**src/rtl/soml_seq_pkg.sv**
```systemverilog
// Shared types and sizes for the SOML frame sequencer: FSM states, buffer
// depths, counter widths and decoder result widths.
package soml_seq_pkg;

    typedef enum logic [2:0] {
        IDLE,
        START,
        GAP,
        STREAM,
        WAIT_RES,
        HOLD_RES
    } state_t;

    localparam int H_SIZE = 16;
    localparam int Y_SIZE = 8;
    localparam int H_CW   = 4;
    localparam int Y_CW   = 3;
    localparam int IDX_W  = 5;
    localparam int SIG_W  = 12;

endpackage

```
**src/rtl/soml_sample_buffer.sv**
```systemverilog
// Small complex-sample store: one write port, one combinational indexed read
// port, each word holding a {real, imag} pair of N-bit values.
module soml_sample_buffer #(
    parameter int N     = 32,
    parameter int DEPTH = 16,
    localparam int AW   = $clog2(DEPTH)
) (
    input  logic          clk,
    input  logic          wr_en,
    input  logic [AW-1:0] wr_addr,
    input  logic [N-1:0]  wr_r,
    input  logic [N-1:0]  wr_i,
    input  logic [AW-1:0] rd_addr,
    output logic [N-1:0]  rd_r,
    output logic [N-1:0]  rd_i
);

    logic [2*N-1:0] mem [DEPTH];

    // NOTE: the array has no reset; contents are only read after being written,
    // and resetting it would turn a RAM into a wide flop bank.
    // NOTE: sequential state uses non-blocking assignment so every reader sees
    // the pre-edge value regardless of process ordering.
    always_ff @(posedge clk) begin
        if (wr_en) begin
            mem[wr_addr] <= {wr_r, wr_i};
        end
    end

    assign {rd_r, rd_i} = mem[rd_addr];

endmodule

```
**src/rtl/soml_frame_sequencer.sv**
```systemverilog
// Feeds soml_decoder_top: keeps one H matrix, collects 4x2 Y blocks, streams
// both after a start pulse and returns the decoder result with a frame id.
module soml_frame_sequencer
    import soml_seq_pkg::*;
#(
    parameter int N              = 32,
    parameter int TIMEOUT_CYCLES = 4096,
    parameter int FID_W          = 8
) (
    input  logic             clk,
    input  logic             rst,
    input  logic             h_wr_valid,
    output logic             h_wr_ready,
    input  logic [N-1:0]     h_wr_r,
    input  logic [N-1:0]     h_wr_i,
    input  logic             y_valid,
    output logic             y_ready,
    input  logic [N-1:0]     y_r,
    input  logic [N-1:0]     y_i,
    output logic             dec_start,
    output logic             dec_H_in_valid,
    output logic [N-1:0]     dec_H_in_r,
    output logic [N-1:0]     dec_H_in_i,
    output logic             dec_Y_in_valid,
    output logic [N-1:0]     dec_Y_in_r,
    output logic [N-1:0]     dec_Y_in_i,
    input  logic             dec_output_valid,
    input  logic [IDX_W-1:0] dec_Smin_index,
    input  logic [SIG_W-1:0] dec_signal_out,
    output logic             res_valid,
    input  logic             res_ready,
    output logic [SIG_W-1:0] res_signal,
    output logic [IDX_W-1:0] res_index,
    output logic [FID_W-1:0] res_fid,
    output logic             h_loaded,
    output logic             busy,
    output logic             timeout_err,
    input  logic             err_clr
);

    localparam int TW = $clog2(TIMEOUT_CYCLES);

    state_t          state, state_nxt;
    logic [H_CW-1:0] h_cnt, k, k_nxt;
    logic [Y_CW-1:0] y_cnt;
    logic [TW-1:0]   timer;
    logic [FID_W-1:0] fid;

    logic h_acc, y_acc, capture, timeout_evt, res_hs;
    logic [N-1:0] h_rd_r, h_rd_i, y_rd_r, y_rd_i;

    logic         dec_start_d, h_valid_d, y_valid_d, res_valid_d;
    logic [N-1:0] h_r_d, h_i_d, y_r_d, y_i_d;

    assign h_wr_ready  = (state == IDLE) && (y_cnt == '0);
    assign y_ready     = (state == IDLE) && h_loaded && !h_wr_valid;
    assign busy        = (state != IDLE);
    assign h_acc       = h_wr_valid && h_wr_ready;
    assign y_acc       = y_valid && y_ready;
    assign capture     = (state == WAIT_RES) && dec_output_valid;
    assign timeout_evt = (state == WAIT_RES) && !dec_output_valid
                         && (timer == TW'(TIMEOUT_CYCLES - 1));
    assign res_hs      = (state == HOLD_RES) && res_ready;

    soml_sample_buffer #(.N(N), .DEPTH(H_SIZE)) u_h_buf (
        .clk     (clk),
        .wr_en   (h_acc),
        .wr_addr (h_cnt),
        .wr_r    (h_wr_r),
        .wr_i    (h_wr_i),
        .rd_addr (k_nxt),
        .rd_r    (h_rd_r),
        .rd_i    (h_rd_i)
    );

    soml_sample_buffer #(.N(N), .DEPTH(Y_SIZE)) u_y_buf (
        .clk     (clk),
        .wr_en   (y_acc),
        .wr_addr (y_cnt),
        .wr_r    (y_r),
        .wr_i    (y_i),
        .rd_addr (k_nxt[Y_CW-1:0]),
        .rd_r    (y_rd_r),
        .rd_i    (y_rd_i)
    );

    always_ff @(posedge clk) begin
        if (rst) begin
            state <= IDLE;
        end else begin
            state <= state_nxt;
        end
    end

    // NOTE: every signal driven here gets a default first so no path leaves
    // it unassigned and infers a latch.
    always_comb begin
        state_nxt = state;
        unique case (state)
            IDLE:     if (y_acc && y_cnt == Y_CW'(Y_SIZE - 1)) state_nxt = START;
            START:    state_nxt = GAP;
            GAP:      state_nxt = STREAM;
            STREAM:   if (k == H_CW'(H_SIZE - 1)) state_nxt = WAIT_RES;
            WAIT_RES: begin
                if (capture)          state_nxt = HOLD_RES;
                else if (timeout_evt) state_nxt = IDLE;
            end
            HOLD_RES: if (res_ready) state_nxt = IDLE;
            default:  state_nxt = IDLE;
        endcase
        k_nxt = (state == STREAM && state_nxt == STREAM) ? k + 1'b1 : '0;
    end

    // Outputs are decoded from the next state and registered, so each
    // registered output lines up with the state it belongs to.
    always_comb begin
        dec_start_d = (state_nxt == START);
        h_valid_d   = (state_nxt == STREAM);
        y_valid_d   = h_valid_d && (k_nxt < H_CW'(Y_SIZE));
        res_valid_d = (state_nxt == HOLD_RES);
        h_r_d       = h_valid_d ? h_rd_r : '0;
        h_i_d       = h_valid_d ? h_rd_i : '0;
        y_r_d       = y_valid_d ? y_rd_r : '0;
        y_i_d       = y_valid_d ? y_rd_i : '0;
    end

    always_ff @(posedge clk) begin
        if (rst) begin
            dec_start      <= 1'b0;
            dec_H_in_valid <= 1'b0;
            dec_H_in_r     <= '0;
            dec_H_in_i     <= '0;
            dec_Y_in_valid <= 1'b0;
            dec_Y_in_r     <= '0;
            dec_Y_in_i     <= '0;
            res_valid      <= 1'b0;
        end else begin
            dec_start      <= dec_start_d;
            dec_H_in_valid <= h_valid_d;
            dec_H_in_r     <= h_r_d;
            dec_H_in_i     <= h_i_d;
            dec_Y_in_valid <= y_valid_d;
            dec_Y_in_r     <= y_r_d;
            dec_Y_in_i     <= y_i_d;
            res_valid      <= res_valid_d;
        end
    end

    always_ff @(posedge clk) begin
        if (rst) begin
            h_cnt       <= '0;
            y_cnt       <= '0;
            k           <= '0;
            timer       <= '0;
            fid         <= '0;
            h_loaded    <= 1'b0;
            timeout_err <= 1'b0;
            res_signal  <= '0;
            res_index   <= '0;
            res_fid     <= '0;
        end else begin
            // A write into a complete matrix starts a new one at index 0,
            // which is where h_cnt already sits after the wrap.
            if (h_acc) begin
                if (h_cnt == H_CW'(H_SIZE - 1)) begin
                    h_cnt    <= '0;
                    h_loaded <= 1'b1;
                end else begin
                    h_cnt    <= h_cnt + 1'b1;
                    h_loaded <= 1'b0;
                end
            end
            if (y_acc) begin
                y_cnt <= (y_cnt == Y_CW'(Y_SIZE - 1)) ? '0 : y_cnt + 1'b1;
            end
            k     <= k_nxt;
            timer <= (state == WAIT_RES) ? timer + 1'b1 : '0;
            if (timeout_evt || res_hs) begin
                fid <= fid + 1'b1;
            end
            if (capture) begin
                res_signal <= dec_signal_out;
                res_index  <= dec_Smin_index;
                res_fid    <= fid;
            end
            if (timeout_evt) begin
                timeout_err <= 1'b1;
            end else if (err_clr) begin
                timeout_err <= 1'b0;
            end
        end
    end

endmodule
```
**config.mk**
```make
export PLATFORM = sky130hd
export DESIGN_NAME = soml_frame_sequencer
export DESIGN_NICKNAME = d
export VERILOG_FILES = /design/src/rtl/soml_seq_pkg.sv /design/src/rtl/soml_sample_buffer.sv /design/src/rtl/soml_frame_sequencer.sv
export SDC_FILE = /design/constraint.sdc
export NUM_CORES = 2
export LEC_CHECK = 0
export CAP_MARGIN = 10
export CORE_MARGIN = 1
export CORE_UTILIZATION = 60
export DETAILED_ROUTE_END_ITERATION = 12
export PLACE_DENSITY = 0.86
export SLEW_MARGIN = 20
export SYNTH_ARGS = -nofsm -noshare
export SYNTH_HDL_FRONTEND = slang
export SYNTH_HIERARCHICAL = 1
export SYNTH_SLANG_ARGS = --single-unit
```
**constraint.sdc**
```tcl
create_clock -name clk -period 8.95 [get_ports clk]
set_input_delay 0.895 -clock clk [delete_from_list [all_inputs] [get_ports clk]]
set_output_delay 0.895 -clock clk [all_outputs]
set_load 0.01 [all_outputs]
```
==> flow_metrics.tcl <==
set metrics [dict create \
    drv_slew 0 \
    setup.worst_path.start_class "flip-flop" \
    cts-htree-levels 4 \
    hpwlAfterDp_um 74100 \
    setup_slack_ps 4700 \
    setup_viol 0 \
    ctsResizeCount 0 \
    grt_pass1_wl_um 220000 \
    synth_common_cells "edfxtp_1 (1536), mux4_2 (384), dfxtp_1 (193)" \
    multi_input_area_mm2 0.0131 \
    vias_per_cell 6.53 \
    hold_ws_ps 453 \
    crit_required_ps 9320 \
    dr_total_vias 31648 \
    fp-row-count 119 \
    synth_top_cell_area_share 0.724 \
    die_height_um 328 \
    gr-total-overflow 0 \
    remaining_drc_errors 0 \
    ys_warn_count 6 \
    worstPathMaxFanout 53 \
    synth_edf_count 1536 \
    fill_cells 5668 \
    synthFlopType "edfxtp_1" \
    hold_viol 0 \
    regArea_mm2 0.0500 \
    yosys.area.top_type "edfxtp_1" \
    syn-num-nets 3080 \
    rsz0062_at_grt "no" \
    hold_buffers 0 \
    syn-cell-area_mm2 0.0637 \
    dp_cells 4525 \
    dp_slack_ps 4220 \
    drtAntennaViolNets 0 \
    fin_skew_ps 56.7 \
    cts_buffer_depth 3 \
    ys_seq_area_frac 0.785 \
    cts_setup_buffers 0 \
    cts_tree "built" \
    final_cells 4849 \
    endpoint_kind "flip-flop" \
    synth_seq_cells 1729 \
    final_cell_area_mm2 0.0740 \
    grt_max_degree 147 \
    yosysUniqueCellTypes 51 \
    dieWidth_um 328 \
    worst-setup-path-type "flip-flop to flip-flop" \
    finalSetupTns_ps 0 \
    path_clk_slew_ps 60 \
    grt_pass1_vias 33163 \
    cts_buffers 164 \
    antenna_found_initial 22 \
    p_per_area_mw_per_mm2 219 \
    grtUsageTotal 0.285 \
    tightest_slew_ps 1200 \
    die-area_mm2 0.107 \
    start_util 0.605 \
    cts_root_buf "clkbuf_16" \
    min_path_type "flip-flop to flip-flop" \
    wl_per_cell_um 31.4 \
    drive_above_1_share 0.230 \
    syn_to_final_growth_pct 16.2 \
    fmaxAchievable_mhz 235 \
    status "complete, no violations" \
    vdd_drop_max_mv 0.189 \
    portBuffers 313 \
    wirelength_um 152000 \
    cp_data_arrival_time_ps 4630 \
    clock_sinks 1729 \
    insertion_delay_ps 810 \
    core-area_mm2 0.105 \
    final_nets 3461 \
    place_area_mm2 0.0684 \
    relSlewSlack 0.199 \
    finalCritPeriodShare 0.475 \
    drv_cap 0 \
    place_congestion 0.763 \
    pin_count 314 \
    synth.area.top_cells "edfxtp_1 (72%), mux4_2 (14%), dfxtp_1 (6.1%), a22oi_1 (1.5%), and2_1 (1.3%)" \
    dr.pass1.iters 5 \
    synth_most_common_cell "edfxtp_1" \
    p_leak_uw 0.0229 \
    drt_iter0_drc 3620 \
    async_flop_share 0 \
    period_minus_slack_ps 4250 \
    syn_avg_cell_area_um2 21.8 \
    synthCells 2921 \
]
==> critical path, cell delays in order (launching register included) <==
cell	delay, ps
dfxtp_1	440
nor3_2	410
and4b_1	570
or3b_2	620
nor3_4	750
buf_4	940
==> report_power, final <==
part | internal, uW | switching, uW
Sequential | 8830 | 20.4
Combinational | 104 | 176
Clock | 3970 | 3110
Total | 12900 | 3310
==> worst paths after layout <==
check / slack, ps / to / start / cells after the start
max: 4700 / u_h_buf/mem[0][16] / state[0] / 5
min: 450 / res_fid[6] / res_fid[6] / 2
max reg2reg: 4700 / u_h_buf/mem[0][16] / state[0] / 5
min reg2reg: 450 / res_fid[6] / res_fid[6] / 2
==> flip-flops by register name, indices dropped and copies added, names as in the netlist <==
signal          count
fid                 8
k                   4
res_index           5
dec_H_in_r         32
state               3
y_cnt               3
dec_start           1
timer              12
dec_Y_in_r         32
u_h_buf/mem      1024
dec_Y_in_i         32
dec_H_in_i         32
dec_H_in_valid      1
u_y_buf/mem       512
timeout_err         1
res_valid           1
dec_Y_in_valid      1
h_loaded            1
h_cnt               4
res_fid             8
res_signal         12
==> area by class of cell <==
class                           instances  share of cell area
Timing Repair Buffer                  361              0.0482
Clock buffer                          222              0.0609
Clock inverter                         84              0.0137
Tap cell                             1391              0.0235
Antenna cell                           16            0.000541
Multi-Input combinational cell       1038               0.177
Sequential cell                      1729               0.676
Inverter                                8            0.000406
==> routing by layer <==
metal / global-route usage / share of wire
met1: 0.358 / 0.34
met2: 0.479 / 0.52
met3: 0.0597 / 0.097
met4: 0.134 / 0.043
met5: 0 / 0.00081
==> cell families after synthesis <==
group           synth area share
xor+xnor                 0.00234
flops                      0.785
compound gates            0.0197
buf+inv                   0.0129
fa+ha+maj                0.00138
mux                        0.148
simple gates              0.0309
==> through the flow <==
step	utilization	power (uW)
after CTS	0.702	16300
after global routing	0.703	16600
final	0.703	16200
after floorplan	-	9100
after global placement	0.649	9270
after detailed placement	0.649	9300
==> cells in the final DEF (no fill, tap or decap), drive strengths merged, types with 11 or more instances in the layout <==
cell type and count:
and2 135, dfxtp 193, buf 49, edfxtp 1536
nor2 54, bufinv 13, nand2 130, xor2 11
a21oi 31, a22oi 128, clkdlybuf4s50 312, inv 16
mux2 64, clkbuf 222, diode 16, clkinv 57
nor3 13, mux4 384
(Power assumes the default switching activity.)
